==> config.mk <==
export PLATFORM = sky130hd
export DESIGN_NAME = rpsc_power_sequencer
export DESIGN_NICKNAME = d
export VERILOG_FILES = /design/src/rtl/rpsc_power_sequencer.sv
export SDC_FILE = /design/constraint.sdc
export NUM_CORES = 1
export LEC_CHECK = 0
export ABC_CLOCK_PERIOD_IN_PS = 3420
export CORE_ASPECT_RATIO = 2
export CORE_MARGIN = 4
export CORE_UTILIZATION = 45
export CTS_CLUSTER_DIAMETER = 60
export DETAILED_ROUTE_END_ITERATION = 12
export PLACE_DENSITY = 0.66
export SLEW_MARGIN = 20
export SYNTH_ARGS = -nofsm -noshare
export SYNTH_HDL_FRONTEND = slang
export SYNTH_SLANG_ARGS = --single-unit
==> constraint.sdc <==
create_clock -name clk -period 3.42 [get_ports clk]
set_input_delay 0.513 -clock clk [delete_from_list [all_inputs] [get_ports clk]]
set_output_delay 0.513 -clock clk [all_outputs]
set_load 0.05 [all_outputs]
==> src/rtl/rpsc_power_sequencer.sv <==
// ---------------------------------------------------------------------------
// rpsc_power_sequencer
// Supply-sequencing controller for the RF power stage. Powers up the cooling
// fan, cathode (CA) supply with warm-up, G1, G2 and anode in that order, then
// grants the RF permit. Tears supplies down in reverse order on a stop
// request, and latches a coded fault on emergency, interlock loss, supply
// acknowledge timeout or loss of an acknowledged supply.
//
// Ports:
//   clk, reset (async, active-low)
//   i_start / i_stop          operator power-up / orderly power-down levels
//   i_interlocks_ok           combined interlock chain
//   i_emergency               emergency stop, active high
//   i_fault_clear             operator fault acknowledge
//   i_fan_ok .. i_an_ok       per-supply OK feedback
//   o_fan_on .. o_an_on       per-supply enables (registered)
//   o_rf_permit, o_ready      RF drive permit / in RUN (registered)
//   o_fault, o_fault_code     latched fault flag and code (registered)
//   o_state                   encoded current state for diagnostics
// ---------------------------------------------------------------------------
module rpsc_power_sequencer #(
    parameter int CNT_W        = 16,
    parameter int STEP_TIMEOUT = 200,
    parameter int CA_WARMUP    = 1000,
    parameter int SEQ_GAP      = 10,
    parameter int FAN_RUNDOWN  = 500
) (
    input  logic       clk,
    input  logic       reset,
    input  logic       i_start,
    input  logic       i_stop,
    input  logic       i_interlocks_ok,
    input  logic       i_emergency,
    input  logic       i_fault_clear,
    input  logic       i_fan_ok,
    input  logic       i_ca_ok,
    input  logic       i_g1_ok,
    input  logic       i_g2_ok,
    input  logic       i_an_ok,
    output logic       o_fan_on,
    output logic       o_ca_on,
    output logic       o_g1_on,
    output logic       o_g2_on,
    output logic       o_an_on,
    output logic       o_rf_permit,
    output logic       o_ready,
    output logic       o_fault,
    output logic [2:0] o_fault_code,
    output logic [3:0] o_state
);

    typedef enum logic [3:0] {
        ST_IDLE  = 4'd0,
        ST_FAN   = 4'd1,
        ST_CA    = 4'd2,
        ST_WARM  = 4'd3,
        ST_G1    = 4'd4,
        ST_G2    = 4'd5,
        ST_AN    = 4'd6,
        ST_RUN   = 4'd7,
        ST_SHDN  = 4'd8,
        ST_FAULT = 4'd9
    } state_t;

    localparam logic [CNT_W-1:0] CNT_ZERO     = {CNT_W{1'b0}};
    localparam logic [CNT_W-1:0] CNT_ONE      = {{(CNT_W-1){1'b0}}, 1'b1};
    localparam logic [CNT_W-1:0] CNT_MAX      = {CNT_W{1'b1}};
    localparam logic [CNT_W-1:0] TIMEOUT_LAST = CNT_W'(STEP_TIMEOUT - 1);
    localparam logic [CNT_W-1:0] WARM_LAST    = CNT_W'(CA_WARMUP - 1);
    localparam logic [CNT_W-1:0] GAP_LAST     = CNT_W'(SEQ_GAP - 1);
    localparam logic [CNT_W-1:0] RUNDOWN_LAST = CNT_W'(FAN_RUNDOWN - 1);

    // Enable vector layout: bit0 fan, bit1 CA, bit2 G1, bit3 G2, bit4 anode,
    // bit5 RF permit. Teardown always removes the highest set bit above fan.
    function automatic logic [5:0] drop_highest(input logic [5:0] en);
        logic [5:0] res;
        res = en;
        if (en[5]) begin
            res[5] = 1'b0;
        end else if (en[4]) begin
            res[4] = 1'b0;
        end else if (en[3]) begin
            res[3] = 1'b0;
        end else if (en[2]) begin
            res[2] = 1'b0;
        end else if (en[1]) begin
            res[1] = 1'b0;
        end else begin
            res = en;
        end
        return res;
    endfunction

    // Supply fault code of the lowest-order lost supply (fan=1 .. anode=5).
    function automatic logic [2:0] lowest_code(input logic [4:0] m);
        logic [2:0] code;
        if (m[0]) begin
            code = 3'd1;
        end else if (m[1]) begin
            code = 3'd2;
        end else if (m[2]) begin
            code = 3'd3;
        end else if (m[3]) begin
            code = 3'd4;
        end else if (m[4]) begin
            code = 3'd5;
        end else begin
            code = 3'd0;
        end
        return code;
    endfunction

    state_t           state_r, state_n;
    logic [CNT_W-1:0] cnt_r, cnt_n;
    logic [5:0]       en_r, en_n;
    logic             ready_r, ready_n;
    logic             fault_r, fault_n;
    logic [2:0]       code_r, code_n;
    logic             armed_r, armed_n;

    logic [4:0]       ok_s;
    logic [4:0]       acked_s;
    logic [4:0]       lost_s;
    logic             is_step_s;
    logic             step_ok_s;
    logic [2:0]       step_code_s;
    state_t           step_next_s;
    logic             trip_s;
    logic [2:0]       trip_code_s;

    assign ok_s   = {i_an_ok, i_g2_ok, i_g1_ok, i_ca_ok, i_fan_ok};
    assign lost_s = acked_s & ~ok_s;

    // Per-state view of the supply being waited for and the supplies already acknowledged.
    always_comb begin
        is_step_s   = 1'b0;
        step_ok_s   = 1'b0;
        step_code_s = 3'd0;
        step_next_s = state_r;
        acked_s     = 5'b00000;
        case (state_r)
            ST_FAN:  begin is_step_s = 1'b1; step_ok_s = ok_s[0]; step_code_s = 3'd1; step_next_s = ST_CA;   end
            ST_CA:   begin is_step_s = 1'b1; step_ok_s = ok_s[1]; step_code_s = 3'd2; step_next_s = ST_WARM; end
            ST_WARM: begin acked_s = 5'b00011; end
            ST_G1:   begin is_step_s = 1'b1; step_ok_s = ok_s[2]; step_code_s = 3'd3; step_next_s = ST_G2; acked_s = 5'b00011; end
            ST_G2:   begin is_step_s = 1'b1; step_ok_s = ok_s[3]; step_code_s = 3'd4; step_next_s = ST_AN; acked_s = 5'b00111; end
            ST_AN:   begin is_step_s = 1'b1; step_ok_s = ok_s[4]; step_code_s = 3'd5; step_next_s = ST_RUN; acked_s = 5'b01111; end
            ST_RUN:  begin acked_s = 5'b11111; end
            default: begin acked_s = 5'b00000; end
        endcase
    end

    // Fault detection in priority order: emergency, interlock, supply loss, step timeout.
    always_comb begin
        trip_s      = 1'b0;
        trip_code_s = 3'd0;
        if ((state_r != ST_FAULT) && i_emergency) begin
            trip_s      = 1'b1;
            trip_code_s = 3'd7;
        end else if ((state_r != ST_FAULT) && (state_r != ST_IDLE) && !i_interlocks_ok) begin
            trip_s      = 1'b1;
            trip_code_s = 3'd6;
        end else if (|lost_s) begin
            trip_s      = 1'b1;
            trip_code_s = lowest_code(lost_s);
        end else if (is_step_s && !step_ok_s && (cnt_r >= TIMEOUT_LAST)) begin
            trip_s      = 1'b1;
            trip_code_s = step_code_s;
        end else begin
            trip_s      = 1'b0;
            trip_code_s = 3'd0;
        end
    end

    // Next-state, counter and next-output computation.
    always_comb begin
        state_n = state_r;
        en_n    = en_r;
        fault_n = fault_r;
        code_n  = code_r;
        armed_n = armed_r;
        cnt_n   = (cnt_r == CNT_MAX) ? cnt_r : (cnt_r + CNT_ONE);

        case (state_r)
            ST_IDLE: begin
                // Start is level-sensitive but must be seen low in IDLE before it counts.
                armed_n = armed_r | ~i_start;
                if (armed_r && i_start && !i_stop && i_interlocks_ok && !i_emergency) begin
                    state_n = ST_FAN;
                    armed_n = 1'b0;
                end else begin
                    state_n = ST_IDLE;
                end
            end
            ST_FAN, ST_CA, ST_G1, ST_G2, ST_AN: begin
                if (i_stop) begin
                    state_n = ST_SHDN;
                end else if (step_ok_s) begin
                    state_n = step_next_s;
                end else begin
                    state_n = state_r;
                end
            end
            ST_WARM: begin
                if (i_stop) begin
                    state_n = ST_SHDN;
                end else if (cnt_r >= WARM_LAST) begin
                    state_n = ST_G1;
                end else begin
                    state_n = ST_WARM;
                end
            end
            ST_RUN: begin
                if (i_stop) begin
                    state_n = ST_SHDN;
                end else begin
                    state_n = ST_RUN;
                end
            end
            ST_SHDN: begin
                // Drop one raised enable per gap; once only the fan is left, run it down.
                if (|en_r[5:1]) begin
                    if (cnt_r >= GAP_LAST) begin
                        en_n  = drop_highest(en_r);
                        cnt_n = CNT_ZERO;
                    end else begin
                        en_n = en_r;
                    end
                end else if (cnt_r >= RUNDOWN_LAST) begin
                    state_n = ST_IDLE;
                end else begin
                    state_n = ST_SHDN;
                end
            end
            ST_FAULT: begin
                if (en_r[0] && (cnt_r >= RUNDOWN_LAST)) begin
                    en_n[0] = 1'b0;
                end else if (!en_r[0] && i_fault_clear && !i_emergency && i_interlocks_ok) begin
                    state_n = ST_IDLE;
                    armed_n = 1'b0;
                end else begin
                    state_n = ST_FAULT;
                end
            end
            default: begin
                state_n = ST_IDLE;
            end
        endcase

        if (trip_s) begin
            state_n = ST_FAULT;
            fault_n = 1'b1;
            code_n  = trip_code_s;
        end else begin
            fault_n = fault_n;
        end

        if (state_n != state_r) begin
            cnt_n = CNT_ZERO;
        end else begin
            cnt_n = cnt_n;
        end

        ready_n = (state_n == ST_RUN);

        case (state_n)
            ST_IDLE: begin
                en_n    = 6'b000000;
                fault_n = 1'b0;
                code_n  = 3'd0;
            end
            ST_FAN:           en_n = 6'b000001;
            ST_CA, ST_WARM:   en_n = 6'b000011;
            ST_G1:            en_n = 6'b000111;
            ST_G2:            en_n = 6'b001111;
            ST_AN:            en_n = 6'b011111;
            ST_RUN:           en_n = 6'b111111;
            ST_SHDN: begin
                // The first teardown step happens on the entry edge itself.
                en_n = (state_r != ST_SHDN) ? drop_highest(en_r) : en_n;
            end
            ST_FAULT: begin
                en_n[5:1] = 5'b00000;
                if ((state_r != ST_FAULT) && (trip_code_s == 3'd7)) begin
                    en_n[0] = 1'b0;
                end else begin
                    en_n[0] = en_n[0];
                end
            end
            default: en_n = 6'b000000;
        endcase
    end

    // State, counter and registered outputs.
    always_ff @(posedge clk or negedge reset) begin
        if (!reset) begin
            state_r <= ST_IDLE;
            cnt_r   <= CNT_ZERO;
            en_r    <= 6'b000000;
            ready_r <= 1'b0;
            fault_r <= 1'b0;
            code_r  <= 3'd0;
            armed_r <= 1'b0;
        end else begin
            state_r <= state_n;
            cnt_r   <= cnt_n;
            en_r    <= en_n;
            ready_r <= ready_n;
            fault_r <= fault_n;
            code_r  <= code_n;
            armed_r <= armed_n;
        end
    end

    assign o_fan_on     = en_r[0];
    assign o_ca_on      = en_r[1];
    assign o_g1_on      = en_r[2];
    assign o_g2_on      = en_r[3];
    assign o_an_on      = en_r[4];
    assign o_rf_permit  = en_r[5];
    assign o_ready      = ready_r;
    assign o_fault      = fault_r;
    assign o_fault_code = code_r;
    assign o_state      = state_r;

endmodule

* After elaboration in Yosys (flattened, before gate mapping)
Cells that the tools add are included.
** Storage, ports and cells
- Register bits :: 32
- Bits in latches :: 0
- Memory bits (writable) :: 0
- Memory bits (read-only) :: 0
- Input bits :: 12
- Output and inout port bits :: 15
- Word-level logic and storage cells :: 153
- Memories :: 0
** Operators by class
- $add $sub $neg :: 1
- Multiply operators :: 0
- Divide/modulo/power cells :: 0
- Magnitude comparators :: 4
- Eq/ne operators :: 32
- Shifts and indexed selects :: 0
- Mux-type cells :: 68
- Bitwise logic cells :: 4
- Reductions and logical operators :: 34
** Operators by type and width (number)
- $mux 16 :: 5
- $mux 3 :: 19
- $pmux 6 s8 :: 1
- $mux 4 :: 11
- $eq 4x3->1 const B :: 8
- $pmux 4 s6 :: 1
- $pmux 4 s5 :: 1
- $pmux 5 s4 :: 1
- $mux 6 :: 3
- $mux 1 :: 17
- $add 16x1->16 const B :: 1
- $eq 16x16->1 const B :: 1
- $eq 4x2->1 const B :: 4
- $eq 4x4->1 const B :: 4
- $ge 16x10->1 const B :: 1
- $ge 16x4->1 const B :: 1
- $ge 16x8->1 const B :: 1
- $ge 16x9->1 const B :: 1
- $mux 5 :: 3
- $pmux 3 s5 :: 1
- $reduce_or 5->1 :: 3
- $logic_and 1x1->1 :: 14
- $ne 3x3->1 const B :: 4
- $ne 5x5->1 const B :: 2
- 22 further kinds :: 35

* Longest topological paths before layout
Gate-level depths: netlist of run 1.
- Word-level depth :: 16
- Mapped depth :: 11
- Depth with buffers taken out :: 9

* Least setup slack after synthesis of run 1
OpenSTA, ideal clock, no wires.
- Path type :: register to register
- Start point :: register state_r[2], in the netlist o_state[2]
- End point :: register cnt_r[10]
- Library setup time :: 0.118 ns
- Arrival time :: 2.541 ns
- Required time :: 3.302 ns
- Slack :: 0.761 ns
- Cell stages (with the launch flop) :: 10
- Buffers on the path :: 2
- Period minus slack after synthesis :: 2.659 ns
- Cell sequence :: dfrtp_1 buf_6 nand3b_1 a211oi_2 nor4_4 or3_4 or3_4 nand4_4 buf_12 nor3_2
** Between the ends
- Cells in the longest elaborated chain, start to end :: 12
- Elaborated cells between the ends (all ways) :: 39
- Those cells by class :: eq/ne: 11; mux: 16; bitwise: 1; reduce/logical: 11
** Ends and longest elaborated chain
- from (decl) :: line 113 : state_t state_r, state_n;
- from (signal assigned) :: line 305 : state_r <= state_n;
- branches (longest 11 deep; another with $pmux 5 s4)
- $mux 16 * :: line 258 : if (state_n != state_r) begin
- via cnt_n[10] :: line 114 : logic [CNT_W-1:0] cnt_r, cnt_n;
- to (signal assigned) :: line 306 : cnt_r <= cnt_n;
- to (decl) :: line 114
Mark *: on every way through the listed nets, which the timed path passes.
A chain may end at the register's enable or synchronous reset.

* Final worst setup path of run 1
- Start point :: register state_r[2], in the netlist o_state[2]
- End point :: register cnt_r[15]
Same word-level chain as after synthesis.

==> summary.log, run 1 <==
[yosys] number of standard cells after synthesis 290
[yosys] Async SR Flop Fraction 100%
[power] fraction of power spent switching nets 43.2%
[grt] initial antenna violation count 0
[floorplan] Rows 39
[status] run status finished, final reports clean
[clocking] number of H-tree branching levels 2
[yosys] fraction of post-synthesis cell area in the top cell type by area 30.8%
[route] number of nets with antenna violations after routing 0
[grt] overall routing resource usage 21.7%
[route] routed via count 2322
[sta] setup TNS 0 ns
[place] half-perimeter wire length after placement 5420 um
[worst_setup_path] crit path capture type register
[final_layout] final instance area 3020 um2
[power] share of power burned in combinational logic 47.4%
[final_layout] count of antenna diodes in the layout 0
[sta] clock tree skew after final layout 0.00652 ns
[yosys] number of flops mapped to enable cells by yosys 0
[grt] sum of overflow across all layers after global routing 0
[route] Routed Wire Length 7160 um
[place] GPL Wtd Cong 0.960
[worst_setup_path] nature of the critical path startpoint register
[sta] minimum setup slack in the final design 0.472 ns
[power] portion of total power attributed to the clock network 27.1%
[worst_setup_path] worst path required time 3.60 ns
[sta] final number of setup-violating endpoints 0
[clocking] CTS Root Buffer Type clkbuf_16
[floorplan] overall die area 7140 um2
[floorplan] initial core utilization 46.0%
[clocking] clock latency at the later pin of the worst-skew pair 0.28 ns
[yosys] Yosys Warn Count 0
[route] Avg Vias per Cell 6.23
[worst_setup_path] largest fanout on the critical path 21
[worst_setup_path] type of the worst setup path reg -> reg
[clocking] CTS-repair resized insts 0
[grt] pin count of the biggest net entering global routing 33
[yosys] Net Count, Synth 305
[worst_setup_path] Crit-path slowest cell dfrtp_1
[sta] Final period util 86.2%
[yosys] dominant cell type by area after synthesis dfrtp_1
[yosys] part of the Yosys area used for sequential elements 30.8%
[power] power density over cell area 663 nW/um2
[yosys] distinct cell type count of the synthesized netlist 68
[yosys] average instance area after synthesis 8.97 um2
[clocking] hold buffer count at CTS 0
[sta] setup repair after global routing missed its margin no
[worst_setup_path] data arrival time of the critical path 3.13 ns
[route] average routed wire per standard cell 19.2 um
[clocking] number of sinks handled by clock tree synthesis 32
[floorplan] core outline area 5660 um2
[final_layout] area grow syn2layout 16.1%
[route] violation count after the first detailed-route iteration 151
[floorplan] DIE WIDTH 61.8 um
[power] internal power component 1.14 mW
[worst_hold_path] Hold Path Class reg -> reg
[place] count of buffers from port buffering 26
[grt] vias in the first global route 2298
[sta] transition time of the tightest slew-check pin 0.717 ns
[route] Initial DRT Pass Iterations 6
[yosys] largest cells by area after synthesis dfrtp_1 31%, nand2_1 4.8%, nor3_2 4.6%
[place] DP Worst Slack 0.261 ns
[power] sw power 0.865 mW
[yosys] flip-flop and latch count after synthesis 32
[clocking] Inserted Clock Buffers 5
[grt] global-route wire length before repair 11400 um
[worst_setup_path] critical-path cell list nand3b_1 > a211oi_2 > nor4_4 > nor3_2 > and3_1 > xnor2_4 > nor4b_2
[route] total DRC errors in the routed layout 0
[sta] maximum operating frequency 0.339 GHz
[floorplan] count of pins on the block boundary 27
[sta] shortest period the worst path allows 2.95 ns
[sta] remaining max-slew budget at the tightest pin 52.2%
[clocking] TritonCTS clock tree done
[job] count of maximum capacitance violations 0
[power] maximum vdd ir drop 435 uV
[sta] number of hold violations in the final report 0
[clocking] post-CTS repair timing setup buffer count 0
[clocking] Max Root-Sink Buffers 2
[clocking] clk slew on worst S/H paths 0.05 ns
[floorplan] height of the die 116 um
[yosys] most used flip-flop cell after synthesis dfrtp_1
[yosys] area of the mapped netlist 2600 um2
[sta] fin. max-slew vios 0
[final_layout] ratio of cells with drive above 1 in the final layout 15.4%
[power] sequential group share of total power 25.5%
[final_layout] nets@finish 326
[worst_setup_path] largest incremental delay on the critical path 0.80 ns
[power] total power draw 2.00 mW
[power] leakage component of the power 1.22 nW
[place] cell area after placement 2840 um2
==> flip-flops by register name (all words and copies together), names as in the netlist <==
signal and flops:
armed_r 1, en_r 6, o_fault 1, o_ready 1, o_fault_code 3, o_state 4
cnt_r 16
==> metrics by stage <==
stage | util [%] | instances | hold slack, ns
finish | 53.4 | 373 | 0.496
global route | 53.4 | 373 | 0.528
CTS | 53.4 | 373 | 0.511
detailed placement | 50.2 | 365 | 0.498
global placement | 50.2 | 365 | 0.500
floorplan | - | 290 | 0.217
==> cell usage in the layout (no fill, tap or decap), drive strengths merged, types with 4 or more instances in the layout <==
cell | synthesis | routed
nor3 | 22 | 22
and2 | 5 | 5
a31oi | 5 | 5
o211ai | 5 | 5
clkdlybuf4s50 | 0 | 26
or4 | 5 | 5
o21ai | 17 | 17
nand4 | 5 | 5
nand2 | 33 | 33
and4 | 4 | 4
nand3 | 11 | 11
buf | 15 | 5
dfrtp | 32 | 32
a21oi | 13 | 13
nor2 | 14 | 14
nor2b | 5 | 5
nor4b | 4 | 4
nor4 | 6 | 6
clkbuf | 2 | 7
and3 | 7 | 7
nand2b | 4 | 4
xnor2 | 11 | 11
inv | 13 | 13
==> routing by layer <==
layer | share of wire, % | routed length [um] | global-route usage (%)
met2 | 56 | 4040 | 40.2
met1 | 34 | 2460 | 20.6
met3 | 3.4 | 246 | 3.12
met4 | 5.9 | 421 | 13.7
met5 | 0 | 0 | 0
==> worst max-delay path: cells and delay by family, from the launching register on <==
| family | cells | cell delay [ns] |
|---|---|---|
| simple gates | 5 | 1.35 |
| flops | 1 | 0.80 |
| compound gates | 1 | 0.44 |
| xor+xnor | 1 | 0.24 |
==> path summary, 6_finish.rpt <==
path	endpoint	start	slack [ns]	cells after the start
worst max-delay path	cnt_r[15]$_DFF_PN0_	o_state[2]$_DFF_PN0_	0.47	7
worst min-delay path	armed_r$_DFFE_PN0P_	armed_r$_DFFE_PN0P_	0.50	2
worst max register to register	cnt_r[15]$_DFF_PN0_	o_state[2]$_DFF_PN0_	0.47	7
worst min register to register	armed_r$_DFFE_PN0P_	armed_r$_DFFE_PN0P_	0.50	2
max in group asynchronous	cnt_r[11]$_DFF_PN0_	reset	2.48	2
min in group asynchronous	o_ready$_DFF_PN0_	reset	0.63	2
==> cells in the mapped netlist, types with 4 or more instances <==
master / n
buf_6: 6
a31oi_1: 5
and4_1: 4
o211ai_1: 4
buf_2: 7
nor2b_1: 5
o21ai_0: 14
a21oi_1: 12
nor2_1: 14
inv_1: 13
and2_1: 5
nand2b_1: 4
nand3_1: 10
nor3_1: 10
dfrtp_1: 32
and3_1: 7
nand2_1: 33
nor3_2: 12
nand4_1: 4
xnor2_1: 10
==> final cells by class <==
type	instances	area [um2]
clock inverters	1	30.0
repair buffers	31	298
fillers	544	2640
multi-input cells	228	1620
well taps	61	76.3
flip-flops and latches	32	801
clock buffers	7	153
inverters	13	48.8
==> power by group through the flow <==
| stage | clock, mW | sequential, mW | combinational [mW] |
|---|---|---|---|
| finish | 0.543 | 0.511 | 0.949 |
| global route | 0.566 | 0.521 | 1.03 |
| CTS | 0.549 | 0.510 | 0.957 |
| detailed placement | 0 | 0.517 | 0.953 |
| global placement | 0 | 0.516 | 0.954 |
| floorplan | 0 | 0.599 | 0.713 |
==> cell families after synthesis <==
family	share of synthesized area, %
and+or+nand+nor	36.4
buffers and inverters	7.16
DFF	30.8
xor gates and xnor gates	5.43
AOI/OAI and AO/OA	17.4
adders and majority gates	1.44
muxes	1.35
(Power assumes the default switching activity.)
==> inputs of run 2 (changes only) <==
Settings changed: SLEW_MARGIN 20 to not set.
==> results of run 2 <==
The final DEF is identical to that of run 1; final timing and power are the same.
==> inputs of run 3 (changes only) <==
Settings changed: CTS_CLUSTER_DIAMETER 60 to not set.
==> results of run 3 <==
The final DEF is identical to that of run 1; final timing and power are the same.
